## src/rtl/cpu1_control_unit_if.sv

```systemverilog
// CPU1 control-unit bus: memory port, accumulator write controls and status.
// Memory: mem_rd/mem_wr and mem_addr stay steady until the cycle mem_ready is 1, which completes the access.
interface cpu1_control_unit_if;
   logic       start;
   logic [3:0] mem_addr;
   logic       mem_rd;
   logic       mem_wr;
   logic [7:0] mem_rdata;
   logic       mem_ready;
   logic       acc_zero;
   logic       acc_en;
   logic       acc_clr;
   logic [2:0] alu_op;
   logic [3:0] pc;
   logic       halted;
   logic       illegal;
   logic [2:0] state_dbg;

   modport master (
      input  start, mem_rdata, mem_ready, acc_zero,
      output mem_addr, mem_rd, mem_wr, acc_en, acc_clr, alu_op, pc, halted, illegal, state_dbg
   );

   modport slave (
      output start, mem_rdata, mem_ready, acc_zero,
      input  mem_addr, mem_rd, mem_wr, acc_en, acc_clr, alu_op, pc, halted, illegal, state_dbg
   );
endinterface

```

## src/rtl/cpu1_control_unit.sv

```systemverilog
// CPU1 instruction sequencer: PC/IR, fetch-decode-execute FSM, accumulator and memory strobes.
// Optional macro CPU1_CTRL_ILLEGAL_TRAP_EN: opcodes A-E set a sticky illegal flag and halt.
module cpu1_control_unit #(
   parameter logic [3:0] RESET_PC   = 4'h0,
   parameter bit         AUTO_START = 1'b0
) (
   input logic                 clk,
   input logic                 rst,
   cpu1_control_unit_if.master bus
);

   typedef enum logic [2:0] {
      S_IDLE   = 3'd0,
      S_FETCH  = 3'd1,
      S_DECODE = 3'd2,
      S_EXEC   = 3'd3,
      S_HALT   = 3'd4
   } state_t;

   localparam logic [3:0] OP_LDA = 4'h1;
   localparam logic [3:0] OP_ADD = 4'h2;
   localparam logic [3:0] OP_SUB = 4'h3;
   localparam logic [3:0] OP_AND = 4'h4;
   localparam logic [3:0] OP_OR  = 4'h5;
   localparam logic [3:0] OP_STA = 4'h6;
   localparam logic [3:0] OP_JMP = 4'h7;
   localparam logic [3:0] OP_JZ  = 4'h8;
   localparam logic [3:0] OP_CLR = 4'h9;
   localparam logic [3:0] OP_HLT = 4'hF;

   state_t     r_state;
   logic [3:0] r_pc;
   logic [7:0] r_ir;

   logic [3:0] w_op;
   logic [3:0] w_opnd;
   logic       w_alu_class;
   logic       w_mem_class;
   logic [2:0] w_alu_sel;

   assign w_op        = r_ir[7:4];
   assign w_opnd      = r_ir[3:0];
   assign w_alu_class = (w_op >= OP_LDA) && (w_op <= OP_OR);
   assign w_mem_class = w_alu_class || (w_op == OP_STA);

`ifdef CPU1_CTRL_ILLEGAL_TRAP_EN
   logic r_illegal;
   logic w_undef;
   assign w_undef     = (w_op >= 4'hA) && (w_op <= 4'hE);
   assign bus.illegal = r_illegal;
`else
   assign bus.illegal = 1'b0;
`endif

   always_comb begin
      w_alu_sel = 3'd0;
      case (w_op)
         OP_ADD:  w_alu_sel = 3'd1;
         OP_SUB:  w_alu_sel = 3'd2;
         OP_AND:  w_alu_sel = 3'd3;
         OP_OR:   w_alu_sel = 3'd4;
         default: w_alu_sel = 3'd0;
      endcase
   end

   always_ff @(posedge clk or posedge rst) begin
      if (rst) begin
         r_state   <= S_IDLE;
         r_pc      <= RESET_PC;
         r_ir      <= 8'h00;
`ifdef CPU1_CTRL_ILLEGAL_TRAP_EN
         r_illegal <= 1'b0;
`endif
      end else begin
         case (r_state)
            S_IDLE: begin
               if (bus.start || AUTO_START) r_state <= S_FETCH;
            end
            S_FETCH: begin
               if (bus.mem_ready) begin
                  r_ir    <= bus.mem_rdata;
                  r_pc    <= r_pc + 4'd1;
                  r_state <= S_DECODE;
               end
            end
            S_DECODE: begin
               r_state <= S_FETCH;
               if ((w_op == OP_JMP) || ((w_op == OP_JZ) && bus.acc_zero)) r_pc <= w_opnd;
               if (w_op == OP_HLT) begin
                  r_state <= S_HALT;
               end else if (w_mem_class) begin
                  r_state <= S_EXEC;
               end
`ifdef CPU1_CTRL_ILLEGAL_TRAP_EN
               else if (w_undef) begin
                  r_illegal <= 1'b1;
                  r_state   <= S_HALT;
               end
`endif
            end
            S_EXEC: begin
               if (bus.mem_ready) r_state <= S_FETCH;
            end
            S_HALT:  r_state <= S_HALT;
            default: r_state <= S_IDLE;
         endcase
      end
   end

   // Strobes decode straight from state so an async reset drops them in the same cycle.
   always_comb begin
      bus.mem_addr = r_pc;
      bus.mem_rd   = 1'b0;
      bus.mem_wr   = 1'b0;
      bus.acc_en   = 1'b0;
      bus.acc_clr  = 1'b0;
      bus.alu_op   = 3'd0;
      case (r_state)
         S_FETCH: bus.mem_rd = 1'b1;
         S_DECODE: begin
            bus.acc_clr = (w_op == OP_CLR);
            bus.alu_op  = w_alu_sel;
         end
         S_EXEC: begin
            bus.mem_addr = w_opnd;
            bus.mem_rd   = w_alu_class;
            bus.mem_wr   = (w_op == OP_STA);
            bus.acc_en   = w_alu_class && bus.mem_ready;
            bus.alu_op   = w_alu_sel;
         end
         default: ;
      endcase
   end

   assign bus.pc        = r_pc;
   assign bus.halted    = (r_state == S_HALT);
   assign bus.state_dbg = r_state;

endmodule
```

## src/flat_wrapper.sv

```systemverilog
// flat-port wrapper written by rule: the top's interface ports become plain ports
module cpu1_control_unit_flat 
#(
   parameter logic [3:0] RESET_PC   = 4'h0,
   parameter bit         AUTO_START = 1'b0
)
  (clk, rst, bus_start, bus_mem_rdata, bus_mem_ready, bus_acc_zero, bus_mem_addr, bus_mem_rd, bus_mem_wr, bus_acc_en, bus_acc_clr, bus_alu_op, bus_pc, bus_halted, bus_illegal, bus_state_dbg);
  cpu1_control_unit_if bus_i ();
  input logic clk;
  input logic rst;
  input wire logic [$bits(bus_i.start)-1:0] bus_start;
  input wire logic [$bits(bus_i.mem_rdata)-1:0] bus_mem_rdata;
  input wire logic [$bits(bus_i.mem_ready)-1:0] bus_mem_ready;
  input wire logic [$bits(bus_i.acc_zero)-1:0] bus_acc_zero;
  output wire logic [$bits(bus_i.mem_addr)-1:0] bus_mem_addr;
  output wire logic [$bits(bus_i.mem_rd)-1:0] bus_mem_rd;
  output wire logic [$bits(bus_i.mem_wr)-1:0] bus_mem_wr;
  output wire logic [$bits(bus_i.acc_en)-1:0] bus_acc_en;
  output wire logic [$bits(bus_i.acc_clr)-1:0] bus_acc_clr;
  output wire logic [$bits(bus_i.alu_op)-1:0] bus_alu_op;
  output wire logic [$bits(bus_i.pc)-1:0] bus_pc;
  output wire logic [$bits(bus_i.halted)-1:0] bus_halted;
  output wire logic [$bits(bus_i.illegal)-1:0] bus_illegal;
  output wire logic [$bits(bus_i.state_dbg)-1:0] bus_state_dbg;
  assign bus_i.start = bus_start;
  assign bus_i.mem_rdata = bus_mem_rdata;
  assign bus_i.mem_ready = bus_mem_ready;
  assign bus_i.acc_zero = bus_acc_zero;
  assign bus_mem_addr = bus_i.mem_addr;
  assign bus_mem_rd = bus_i.mem_rd;
  assign bus_mem_wr = bus_i.mem_wr;
  assign bus_acc_en = bus_i.acc_en;
  assign bus_acc_clr = bus_i.acc_clr;
  assign bus_alu_op = bus_i.alu_op;
  assign bus_pc = bus_i.pc;
  assign bus_halted = bus_i.halted;
  assign bus_illegal = bus_i.illegal;
  assign bus_state_dbg = bus_i.state_dbg;
  cpu1_control_unit #(.RESET_PC(RESET_PC), .AUTO_START(AUTO_START)) u_core (.clk(clk), .rst(rst), .bus(bus_i));
endmodule
```

## config.mk

```make
export PLATFORM = sky130hd
export DESIGN_NAME = cpu1_control_unit_flat
export DESIGN_NICKNAME = d
export VERILOG_FILES = /design/src/rtl/cpu1_control_unit_if.sv /design/src/rtl/cpu1_control_unit.sv /design/src/flat_wrapper.sv
export SDC_FILE = /design/constraint.sdc
export NUM_CORES = 1
export LEC_CHECK = 0
export ABC_AREA = 1
export BUFFER_PORTS_ARGS = -buffer_cell sky130_fd_sc_hd__clkbuf_2
export CAP_MARGIN = 20
export CORE_AREA = 2 2 50 52
export CTS_BUF_LIST = sky130_fd_sc_hd__clkbuf_4
export DETAILED_ROUTE_END_ITERATION = 6
export DIE_AREA = 0 0 52 54
export PLACE_DENSITY_LB_ADDON = 0.25
export RECOVER_POWER = 50
export SYNTH_ARGS = -nofsm -noshare
export SYNTH_HDL_FRONTEND = slang
export SYNTH_SLANG_ARGS = --single-unit
```

## constraint.sdc

```tcl
create_clock -name clk -period 1 [get_ports clk]
set_input_delay 0.05 -clock clk [delete_from_list [all_inputs] [get_ports clk]]
set_output_delay 0.05 -clock clk [all_outputs]
set_load 0.02 [all_outputs]
```

* Yosys cells after proc, flatten, opt, wreduce, memory -nomap -nowiden
Index checks and enable logic that the tools add are counted.
** Cells by class
- $add $sub $neg :: 1
- Multipliers :: 0
- Divide/modulo/power cells :: 0
- Magnitude comparators :: 2
- Eq/ne operators :: 17
- Shift-type cells :: 0
- Multiplexer cells :: 16
- Bitwise gates (word level) :: 0
- Reductions and logical operators :: 11
** Operators with widths (count)
- 4-bit by 3-bit == test with 1-bit output, second input constant :: 4
- 3-bit two-way mux :: 5
- 3-bit case mux with 5 select lines :: 1
- 4-bit == test, second input constant :: 3
- 4-bit two-way mux :: 3
- 3-bit case mux with 4 select lines :: 1
- 4-bit by 2-bit == test with 1-bit output, second input constant :: 2
- 4-bit case mux with 2 select lines :: 1
- 3-bit by 2-bit == test with 1-bit output, second input constant :: 2
- 2-bit inequality test, second input constant :: 3
- 3-bit AND reduction :: 2
- 4-bit by 1-bit adder with 4-bit output, second input constant :: 1
- 4-bit by 1-bit greater-or-equal comparator with 1-bit output, second input constant :: 1
- 4-bit by 3-bit <= comparator with 1-bit output, second input constant :: 1
- 3-bit by 1-bit == test with 1-bit output, second input constant :: 1
- 3-bit == test, second input constant :: 1
- 1-bit logical AND :: 3
- 3-bit zero test :: 1
- 1-bit two-way mux :: 3
- 1-bit logical OR :: 2
- 2-bit two-way mux :: 1
- 2-bit by 1-bit inequality test with 1-bit output, second input constant :: 1
- 1-bit case mux with 2 select lines :: 1
- 2-bit AND reduction :: 1
- 2 further kinds :: 2
** Storage, ports and cells
- Flip-flop bits (word level) :: 15
- Bits in latches :: 0
- Memory bits (writable) :: 0
- Memory bits (read-only) :: 0
- Word-level logic and storage cells :: 50
- Memories :: 0

* Logic depth before layout (Yosys ltp)
- Depth after elaboration :: 6
- Gate-level depth with buffers :: 8

* Least setup slack after synthesis
Ideal clock, no wire load.
- Kind :: reg2out
- From :: register u_core.r_state[1], in the netlist u_core.bus.state_dbg[1]
- To :: output bus_alu_op[2]
- Arrival time :: 1449 ps
- Setup slack :: -499 ps
- Cell stages (with the launch flop) :: 5
- Path buffers :: 0
- Cell sequence :: dfrtp_1 -> inv_2 -> nor2_4 -> inv_1 -> nor4_1
** On the way
- Word-level cells in the longest chain between the ends :: 3
- Elaborated cells on any way between the ends :: 4
- Those cells by class :: eq/ne (2); mux (1); reduce/logical (1)
** RTL lines
- from (decl) :: line cpu1_control_unit.sv:31 : state_t r_state;
- from (signal assigned) :: line cpu1_control_unit.sv:68 : r_state <= S_IDLE;
- from (signal assigned) :: line cpu1_control_unit.sv:77 : if (bus.start || AUTO_START) r_state <= S_FETCH;
- from (signal assigned) :: line cpu1_control_unit.sv:83 : r_state <= S_DECODE;
- 3-bit by 2-bit == test with 1-bit output :: line cpu1_control_unit.sv:118 : case (r_state)
- 2-bit OR reduction (no source line) (*)
- 3-bit two-way mux (*) :: line cpu1_control_unit.sv:118
- to (decl) :: line flat_wrapper.sv:20 : output wire logic [$bits(bus_i.alu_op)-1:0] bus_alu_op;
Mark *: on every way between the ends. The rest lies on a longest branch, timed or not.

* Worst setup path after layout
- From :: register u_core.r_ir[7]
- To :: output bus_acc_clr
** On the way
- Word-level cells in the longest chain between the ends :: 2
** RTL lines
- from (decl) :: line cpu1_control_unit.sv:33 : logic [7:0] r_ir;
- from (signal assigned) :: line cpu1_control_unit.sv:81 : r_ir <= bus.mem_rdata;
- 4-bit == test :: line cpu1_control_unit.sv:121 : bus.acc_clr = (w_op == OP_CLR);
- 1-bit two-way mux :: line cpu1_control_unit.sv:118
- to (decl) :: line flat_wrapper.sv:19 : output wire logic [$bits(bus_i.acc_clr)-1:0] bus_acc_clr;
Every way passes these cells.

==> results.tsv <==
metric	value	unit
run status	complete, but fails checks	
failing checks	negative hold slack, negative setup slack	
ys flop type	dfrtp_1	
syn nets	156	
Final HPWL DP	2030	µm
Slew Viols, Final	0	
total CTS buffers	3	
Die W	52	µm
Leak Pwr	0.907	nW
Top Ports	33	
clock skew	0.00586	ns
number of synthesized flops with an enable pin	0	
met3 Use GR	5.56	%
DIE AREA	2810	µm²
gr ovfl total	0	
Setup-failing EPs final	30	
fin nets	230	
clock root buffer	clkbuf_4	
routing usage on met1	28.4	%
Clock Pin Slew Worst Setup and Hold Paths	0.09	ns
Post-synth ARST share	100	%
core area	2320	µm²
Layout area overhead	88.9	%
Max Fanout on Critical Path	5	
synth warn	0	
CP Capture Type	output pin	
Hold Violations, Final	1	
Power Total	0.00605	W
most used routing layer	met2	
hold_ws	-0.00241	ns
area share of the largest cell type after synthesis	37.9	%
synthesized area	991	µm²
CP required	0.95	ns
met2 Usage GRT	44.7	%
starting density of the core	42.7	%
design area	1870	µm²
top achievable clock speed	681	MHz
GR Util All Layers	25.5	%
Max Root-Sink Buffers	2	
Synth cell types	22	
top post-synthesis cells by count	nand2_1, nor2_1, inv_1	
DR pass1 iterations	6	
first-pass GRT wire length	5000	µm
most frequent cell after synthesis	nand2_1	
Buffers on Ports	31	
maxcap violations	0	
total routed wirelength	3260	µm
critical path class	register to output pin	
hold crit path type	input port to register	
Setup WS post-layout	-0.468	ns
RD Place Congestion	0.842	
startpoint types	register	
layout cell share with drive strength beyond 1	62.8	%
Via Count	1222	
register area share after synthesis	37.9	%
Worst Path Arrival	1.42	ns
Die H	54	µm
setup TNS	-9.00	ns
flops & latches, synth	15	
ANT cells	0	
DR WL/cell	13.3	µm
CTS tree	yes	
placed cell count	225	
RSZ-0062 raised after global routing	true	
pin count of the biggest net entering global routing	16	
row cnt	18	
fraction of the cycle the final worst path needs	147	%
placed cell areas	1490	µm²
main area contributors after synthesis	dfrtp_1, nand2_1, nor2_1, inv_1, a21oi_1	
Syn Inst Count	142	
# H-tree levels	1	
initial antenna violation count	0	
Post-Layout Cell Count	245	
clk_lat worst skew	0.29	ns
Post-Syn Area per Cell	6.98	µm²
Via-to-Cell Ratio	4.99	
leading area contributor after synthesis	dfrtp_1	
VDD IR max	2.38	mV
Starting DRT DRC Count	15	
PwrDens	3230	nW/µm²
vias in the first global route	1157	
DRC Markers	0	
final critical-path required period	1.47	ns
Antenna Violating Nets Remaining	0	
CTS Sinks	15	
-- sequential cells by signal, indices dropped and copies added, names as in the netlist --
name                  flops
u_core.bus.pc             4
u_core.bus.state_dbg      3
u_core.r_ir               8
-- cells by family after synthesis --
logic type	share of synthesized area, %
other cells	0.378
simple gates	37.4
fa+ha+maj	1.26
buf+inv	12.0
xor+xnor	0.884
compound gates	10.2
flops	37.9
-- stage by stage --
stage	setup slack (ns)	utilization, %
floorplan	-0.139	-
global placement	-0.228	64.1
detailed placement	-0.283	64.1
CTS	-0.452	76.4
global route	-0.547	80.7
finish	-0.468	80.7
-- where the power goes --
part	internal (W)	switching (W)
clock network	0.000183	0.000207
registers	0.000905	0.000304
logic	0.00210	0.00235
-- routing by layer --
layer | vias to the layer above | share of wire, %
li1 | 597 | -
met1 | 577 | 40
met2 | 42 | 53
met3 | 6 | 4.8
met4 | 0 | 2.3
met5 | - | 0
-- layout by cell type (no fill, tap or decap), types with 7 or more instances in the layout --
| cell type | instances |
|---|---|
| buf_4 | 34 |
| nand2_1 | 30 |
| clkbuf_2 | 18 |
| inv_1 | 12 |
| nand2_2 | 11 |
| nor2_2 | 8 |
| a21oi_1 | 8 |
| dfrtp_2 | 8 |
| inv_2 | 7 |
| nor2_1 | 7 |
| dfrtp_1 | 7 |
-- timing repair --
item,CTS,global route
pin swaps,5,5
resized for setup,42,28
endpoints found under the hold margin,16,1
cloned,3,0
hold buffers,2,1
buffers inserted,6,5
endpoints found under the setup margin,29,32
-- critical path: stages, from the launching register on --
cell and delay, ns:
dfrtp_2 0.45, inv_2 0.08, buf_4 0.15, nor4_4 0.27
buf_4 0.18
-- area by class of cell --
type	count	area, µm²
fill	169	448
clock buffer	4	30.0
timing repair buffer	70	576
inverter	21	86.3
multi-input combinational	105	757
sequential	15	385
tap	30	37.5
-- path summary, 6_finish.rpt --
kind / cells after the start / to / start / slack [ns]
hold reg to reg: 2 / u_core.r_ir[1] / u_core.r_ir[1] / 0.59
setup reg to reg: 6 / u_core.r_ir[0] / u_core.bus.state_dbg[2] / -0.27
min in group asynchronous: 4 / u_core.bus.pc[1] / rst / 0.36
max in group asynchronous: 4 / u_core.bus.pc[0] / rst / 0.32
setup / recovery: 4 / bus_acc_clr / u_core.r_ir[7] / -0.47
hold / removal: 3 / u_core.r_ir[7] / bus_mem_rdata[7] / -0.002
Note: power is estimated with default switching activity, not from simulation.
